**src/rtl/fir3_tdm_sched.sv**
```systemverilog
// Time-division 3-tap FIR scheduler: NCH channels share one datapath, arbitrated round-robin.
// The tap products are accumulated through an external W-bit adder port (add_a/add_b -> add_s).
module fir3_tdm_sched #(
  parameter int NCH  = 4,
  parameter int W    = 16,
  parameter int FRAC = 15
) (
  input  logic                     clk,
  input  logic                     rst,
  input  logic [NCH-1:0]           in_valid,
  input  logic [NCH*W-1:0]         in_data,
  output logic [NCH-1:0]           in_ready,
  input  logic                     coef_we,
  input  logic [1:0]               coef_sel,
  input  logic [W-1:0]             coef_data,
  output logic [W-1:0]             add_a,
  output logic [W-1:0]             add_b,
  input  logic [W-1:0]             add_s,
  output logic                     out_valid,
  output logic [$clog2(NCH)-1:0]   out_ch,
  output logic [W-1:0]             out_data,
  output logic                     busy
);

  localparam int CW = $clog2(NCH);

  typedef enum logic [2:0] {StIdle, StTap0, StTap1, StTap2, StOut} state_e;

  state_e         state, state_next;
  logic [CW-1:0]  rr_ptr;
  logic [CW-1:0]  ch;
  logic [W-1:0]   x0;
  logic [W-1:0]   acc;
  logic [W-1:0]   coef [3];
  logic [W-1:0]   h1 [NCH];
  logic [W-1:0]   h2 [NCH];

  logic           grant_any;
  logic [CW-1:0]  grant_idx;
  logic [CW-1:0]  cand;
  logic [CW-1:0]  rr_next;

  // Signed Q-format product: full 2W product, arithmetic shift, keep low W bits (wraps).
  function automatic logic [W-1:0] tap_mul(input logic [W-1:0] a, input logic [W-1:0] c);
    logic signed [2*W-1:0] prod;
    prod = $signed({{W{a[W-1]}}, a}) * $signed({{W{c[W-1]}}, c});
    prod = prod >>> FRAC;
    return prod[W-1:0];
  endfunction

  // Round-robin search: first requester at or after rr_ptr wins.
  always_comb begin
    grant_any = 1'b0;
    grant_idx = '0;
    cand      = '0;
    for (int k = 0; k < NCH; k++) begin
      cand = CW'((int'(rr_ptr) + k) % NCH);
      if (!grant_any && in_valid[cand]) begin
        grant_any = 1'b1;
        grant_idx = cand;
      end
    end
    rr_next = CW'((int'(grant_idx) + 1) % NCH);
  end

  // Handshake is only offered in IDLE and never while reset is held.
  always_comb begin
    in_ready = '0;
    if (state == StIdle && !rst && grant_any) begin
      in_ready = NCH'(1) << grant_idx;
    end
  end

  // State register.
  always_ff @(posedge clk or posedge rst) begin
    if (rst) begin
      state <= StIdle;
    end else begin
      state <= state_next;
    end
  end

  // Next-state: fixed five-state sequence per accepted sample.
  always_comb begin
    state_next = state;
    unique case (state)
      StIdle:  if (grant_any) state_next = StTap0;
      StTap0:  state_next = StTap1;
      StTap1:  state_next = StTap2;
      StTap2:  state_next = StOut;
      StOut:   state_next = StIdle;
      default: state_next = StIdle;
    endcase
  end

  // Datapath: coefficient writes, sample capture, accumulation and history shift.
  always_ff @(posedge clk or posedge rst) begin
    if (rst) begin
      rr_ptr <= '0;
      ch     <= '0;
      x0     <= '0;
      acc    <= '0;
      for (int i = 0; i < 3; i++) coef[i] <= '0;
      for (int i = 0; i < NCH; i++) begin
        h1[i] <= '0;
        h2[i] <= '0;
      end
    end else begin
      unique case (state)
        StIdle: begin
          // Written here so a same-cycle grant sees the new value in TAP0.
          if (coef_we && coef_sel != 2'd3) coef[coef_sel] <= coef_data;
          if (grant_any) begin
            x0     <= in_data[int'(grant_idx)*W +: W];
            ch     <= grant_idx;
            rr_ptr <= rr_next;
          end
        end
        StTap0: acc <= tap_mul(x0, coef[0]);
        StTap1: acc <= add_s;
        StTap2: acc <= add_s;
        StOut: begin
          h2[ch] <= h1[ch];
          h1[ch] <= x0;
        end
        default: ;
      endcase
    end
  end

  // Outputs: adder operands only in TAP1/TAP2, result only in OUT.
  always_comb begin
    add_a     = '0;
    add_b     = '0;
    out_valid = 1'b0;
    out_ch    = '0;
    out_data  = '0;
    busy      = (state != StIdle);
    unique case (state)
      StTap1: begin
        add_a = acc;
        add_b = tap_mul(h1[ch], coef[1]);
      end
      StTap2: begin
        add_a = acc;
        add_b = tap_mul(h2[ch], coef[2]);
      end
      StOut: begin
        out_valid = 1'b1;
        out_ch    = ch;
        out_data  = acc;
      end
      default: ;
    endcase
  end

endmodule

```
**config.mk**
```make
export PLATFORM = sky130hd
export DESIGN_NAME = fir3_tdm_sched
export DESIGN_NICKNAME = d
export VERILOG_FILES = /design/src/rtl/fir3_tdm_sched.sv
export SDC_FILE = /design/constraint.sdc
export NUM_CORES = 2
export LEC_CHECK = 0
export CAP_MARGIN = 0
export CORE_MARGIN = 1
export CORE_UTILIZATION = 28
export CTS_BUF_LIST = sky130_fd_sc_hd__clkbuf_16
export DETAILED_ROUTE_END_ITERATION = 12
export GPL_TIMING_DRIVEN = 0
export PLACE_DENSITY = 0.51
export SLEW_MARGIN = 20
export SYNTH_ARGS = -nofsm -noshare
export SYNTH_HDL_FRONTEND = slang
export SYNTH_SLANG_ARGS = --single-unit
```
**constraint.sdc**
```tcl
create_clock -name clk -period 17.2 [get_ports clk]
set_input_delay 3.44 -clock clk [delete_from_list [all_inputs] [get_ports clk]]
set_output_delay 3.44 -clock clk [all_outputs]
set_load 0.02 [all_outputs]
```
Word level (Yosys, flattened, before mapping)
Index checks and enable logic that the tools add are counted.
{ "totals": {"ff_bits": 215} }
{ "op_classes": {"add_sub_neg": 4, "multipliers": 3, "magnitude_cmp": 8, "eq_ne": 6, "n_shift": 2, "n_mux": 38, "bitwise": 2, "n_reduce_logical": 18} }
{ "op_table": {"columns": ["operator", "count"], "rows": [
  ["64-bit bitwise mux", 2],
  ["16-bit two-way mux", 8],
  ["16-bit by 16-bit multiplier with 31-bit output", 3],
  ["16-bit binary-select mux with 2-bit select", 2],
  ["16-bit demux with 2-bit select", 2],
  ["16-bit case mux with 2 select lines", 2],
  ["64-bit by 7-bit variable part select with 16-bit output", 1],
  ["48-bit bitwise mux", 1],
  ["2-bit by 3-bit < comparator with 1-bit output, second input constant", 4],
  ["3-bit case mux with 4 select lines", 1],
  ["2-bit two-way mux", 5],
  ["1-bit two-way mux", 9],
  ["1-bit binary-select mux with 2-bit select", 4],
  ["1-bit logical AND", 8],
  ["3-bit by 2-bit equality test with 1-bit output, second input constant", 2],
  ["3-bit greater-or-equal comparator, second input constant", 2],
  ["3-bit by 1-bit < comparator with 1-bit output, second input constant", 2],
  ["2-bit inverter with 3-bit output", 2],
  ["2-bit by 1-bit adder with 2-bit output, second input constant", 2],
  ["2-bit adder, second input constant", 2],
  ["1-bit zero test", 4],
  ["4-bit two-way mux", 1],
  ["2-bit inequality test, second input constant", 2],
  ["2-bit AND reduction", 2],
  ["other kinds (8)", 8]
]} }

Logic depth before layout (Yosys ltp)
{ "logic_depth": {"depth_word": 14, "ltp_mapped": 27} }

Worst setup path after synthesis
Ideal clock, no wire load.
{ "synth_timing": {"path_kind": "register to output", "start": "register ch[1]", "end": "output add_b[15]", "t_arrival_ps": 7238, "required_ps": 13760, "slack_ps": 6522, "stages_incl_launch_ff": 27, "path_buffers": 4, "cell_sequence": "dfrtp_1 -> buf_2 -> buf_1 -> buf_1 -> mux4_2 -> clkbuf_1 -> and2_1 -> fa_1 -> inv_1 -> fa_1 -> fa_1 -> inv_1 -> fa_1 -> fa_1 -> inv_1 -> fa_1 -> inv_1 -> ha_1 -> a21o_1 -> a21o_1 -> a221oi_1 -> a2bb2oi_2 -> o31ai_1 -> a21o_1 -> or2_2 -> or3_1 -> o211ai_1"} }
{ "synth_between": {"elab_chain_len": 6} }
{ "synth_lines": {"columns": ["item", "line_no", "text"], "rows": [
  ["start: declaration", "31", "logic [CW-1:0] ch;"],
  ["start signal: assignment", "115", "ch <= grant_idx;"],
  ["2-bit inverter with 3-bit output (not written as such) *", "142, 146", null],
  ["16-bit binary-select mux with 2-bit select (on tied branches)", "146, 142", null],
  ["16-bit two-way mux (on tied branches) (2 in a row)", "146, 142", null],
  ["16-bit by 16-bit multiplier with 31-bit output", "46", "prod = $signed({{W{a[W-1]}}, a}) * $signed({{W{c[W-1]}}, c});"],
  ["16-bit case mux with 2 select lines *", "139", "unique case (state)"],
  ["end: declaration", "17", "output logic [W-1:0] add_b,"]
]} }
Every way passes the cells marked *; elsewhere a longest branch is shown, timed or not. The select of a mux whose other input is x is not followed.

Worst setup path after layout
{ "layout_timing": {"start": "register ch[1]", "end": "output add_b[3]"} }
The elaborated chain is that of the path after synthesis.

==> summary.md <==
| Metric | Value |
|---|---|
| Clock tree from TritonCTS | `done` |
| Clk slew on worst S/H paths | `0.06 ns` |
| Clock latency on the worst-skew pair | `0.58 ns` |
| Netlist cell types | `67` |
| First-pass GRT wire length | `177000 um` |
| Post-DP HPWL | `95000 um` |
| HP Class | `reg2reg` |
| Worst r2r src | `coef[34]$_DFFE_PP0P_` |
| Clk sinks | `215` |
| Required @ worst endpoint | `13.76 ns` |
| Largest stage delay on the critical path | `0.75 ns` |
| CP Class | `reg2out` |
| Post-synth ARST share | `100%` |
| Register-to-Register Path Depth | `23` |
| Reg-to-reg setup timing slack | `9.95 ns` |
| CTS Buf Count | `26` |
| Fin. Hold Viols | `0` |
| Violated checks | `design-rule violations` |
| H-tree levels | `1` |
| Status | `complete, but fails checks` |
| Total die area | `136000 um2` |
| EDFF count, synth | `0` |
| Max Freq | `73.7 MHz` |
| Yosys top cell area share | `40.5%` |
| Setup TNS | `0 ns` |
| Core region area | `134000 um2` |
| Ranking of synthesized cells by area | `fa_1 (41%), dfrtp_1 (14%), inv_1 (8.5%)` |
| Met1 Use GR | `22.3%` |
| Routed wire length | `113000 um` |
| Final nets | `5155` |
| Yosys warnings | `0` |
| Global routing's busiest layer | `met2` |
| Seq/Total Area, Yosys | `14.2%` |
| Worst path slowest cell | `buf_1` |
| DR pass1 iterations | `9` |
| CTS max path bufs | `3` |
| Reg-to-reg endpoint | `acc[13]$_DFFE_PP0P_` |
| Cells after synthesis | `3858` |
| DR DRC count | `4` |
| Non-filler cells in the finished layout | `5841` |
| Num ports | `161` |
| Crit path launch | `ch[1]$_DFFE_PP0P_` |
| Yosys top cell by area | `fa_1` |
| Starting Density | `28.3%` |
| Slew margin rel. | `28.8%` |
| Initial antenna violation count | `6` |
| WL/cell | `19.3 um` |
| Synthesized area per cell | `9.79 um2` |
| Layout cells sized above 1 | `6.81%` |
| CP startpoint kind | `flip-flop` |
| GRT Total Usage | `17.0%` |
| Worst Path Arrival | `10.12 ns` |
| CP Buf/Inv Count | `8` |
| Crit end category | `output pin` |
| Die X | `369 um` |
| Vias per std cell | `4.52` |
| Slew Viols, Final | `0` |
| Crit path max-delay family | `adder cells` |
| Top FF cell, synth | `dfrtp_1` |
| Tmin final | `13.56 ns` |
| Inst Count DP | `5790` |
| Global placement routability congestion | `0.888` |
| ANT nets after route | `0` |
| Hold path start | `h2[6]$_DFFE_PP0P_` |
| Hold EP | `h2[6]$_DFFE_PP0P_` |
| Yosys reg bits | `215` |
| RSZ-0062 raised after global routing | `false` |
| Root buf cell | `clkbuf_16` |
| WHS Path Cells | `1` |
| Syn nets | `4963` |
| DIE HEIGHT | `369 um` |
| PortBufs | `160` |
| Period utilisation layout | `78.9%` |
| Area of the mapped netlist | `37800 um2` |
| Vias in the first global route | `29200` |
| Largest net degree at the start of global routing | `86` |
| Met3 usage in global routing | `1.20%` |
| Row cnt | `134` |
| Grt met2 use | `30.4%` |
| Iter 0 DRT Violations | `1461` |
| Cts hold-fix bufs | `0` |
| Worst slew pin tran | `1.06 ns` |
| Setup Skew | `0.0143 ns` |
| Most used cell, CP | `fa_1` |
| Max cap viols | `0` |
| Vias after detailed routing | `26400` |
| Post-cts gate resize count | `0` |
| CP max FO | `10` |
| Finished Core Util | `31.8%` |
| Worst Hold Slack | `0.503 ns` |
| Fill count | `13900` |
| Remaining global-route overflow | `0` |
| Setup repair bufs after CTS | `0` |
| Final setup fails | `0` |
| Area growth syn-to-layout | `12.6%` |
registers in the layout, summed over array words and instances (netlist names):
register and cells:
x0 16, h2 64, state 3, coef 48, ch 2, rr_ptr 2, acc 16, h1 64
placed cells by master, fill, tap and decap left out, drive strengths merged, types with 6 or more instances in the layout:
cell / count
nor3: 6
a211oi: 13
clkbuf: 195
inv: 859
ha: 235
dfrtp: 215
and2: 349
clkinv: 12
o211ai: 7
or3: 10
a31oi: 8
nand2: 488
nand2b: 30
clkdlybuf4s50: 160
xnor2: 56
mux2: 177
nand3: 23
o21ai: 63
nor2b: 9
nor2: 116
buf: 29
nand4: 8
o22ai: 18
mux4: 32
a21oi: 49
and3: 22
fa: 765
a21o: 19
mux2i: 8
xor2: 16
o21a: 8
synth_stat cells (3+ instances only):
cell	n
or2_2	5
nand3b_1	3
nand2b_1	30
mux4_2	32
ha_1	235
or3_1	10
o22a_1	5
a211oi_1	13
o21bai_1	4
nor2b_1	9
xnor2_1	56
nor2_1	116
a21oi_1	47
o22ai_1	18
dfrtp_1	215
xnor3_1	3
a31oi_1	7
mux2_2	177
nor3_1	6
fa_1	765
and3_1	21
o211ai_1	7
o21ai_0	60
a22oi_1	3
inv_1	854
buf_1	21
a21o_1	19
mux2i_1	8
nand4_1	8
and2_1	349
a211o_1	5
xor2_1	16
and4_1	3
nand3_1	23
clkbuf_1	169
nand2_1	488
o21a_1	8
worst max-delay path by stage:
stage	slack, ns	endpoint	cells after the start
finish	3.64	add_b[3]	25
global placement	4.17	add_b[3]	25
detailed placement	4.11	add_b[5]	26
CTS	3.49	add_b[3]	25
floorplan	6.52	add_b[15]	26
global route	3.09	add_b[13]	27
kinds of logic after synthesis:
logic type	after synthesis	share of synthesized area [%]
compound gates	228	3.99
xor+xnor	75	1.85
fa+ha+maj	1000	48.3
buf+inv	1048	10.5
flops	215	14.2
mux	217	7.39
simple gates	1075	13.8
cell type report:
cell class	count	area, um2	area share, %
antenna	3	7.51	0.0176
tap	1768	2210	5.20
multi-input combinational	2595	28500	66.9
sequential	215	5380	12.6
inverter	854	3210	7.55
buffer	194	747	1.76
clock inverter	22	205	0.482
clock buffer	26	651	1.53
timing repair buffer	164	1680	3.94
per-layer routing:
metal  up-vias  wire (um)
met4         0       2520
met3       115       3780
met2       475      57500
met5         -          0
met1     13900      49100
li1      12000          -
worst register-to-register path: cells and delay by family (launching register included):
kind	cells	cell delay (ns)
DFF	1	0.57
buffers and inverters	6	0.80
AOI/OAI and AO/OA	7	1.87
xor gates and xnor gates	1	0.21
adders and majority gates	7	3.37
and+or+nand+nor	2	0.30
through the flow:
stage	setup WS, ns	instance area, um2
after floorplan	6.52	37800
after global placement	4.17	41600
after detailed placement	4.11	41700
after CTS	3.49	42500
after global routing	3.09	42500
final	3.64	42500
Power is not shown: default switching activity piles up to over one toggle a cycle in this logic, so the estimate is an artifact.
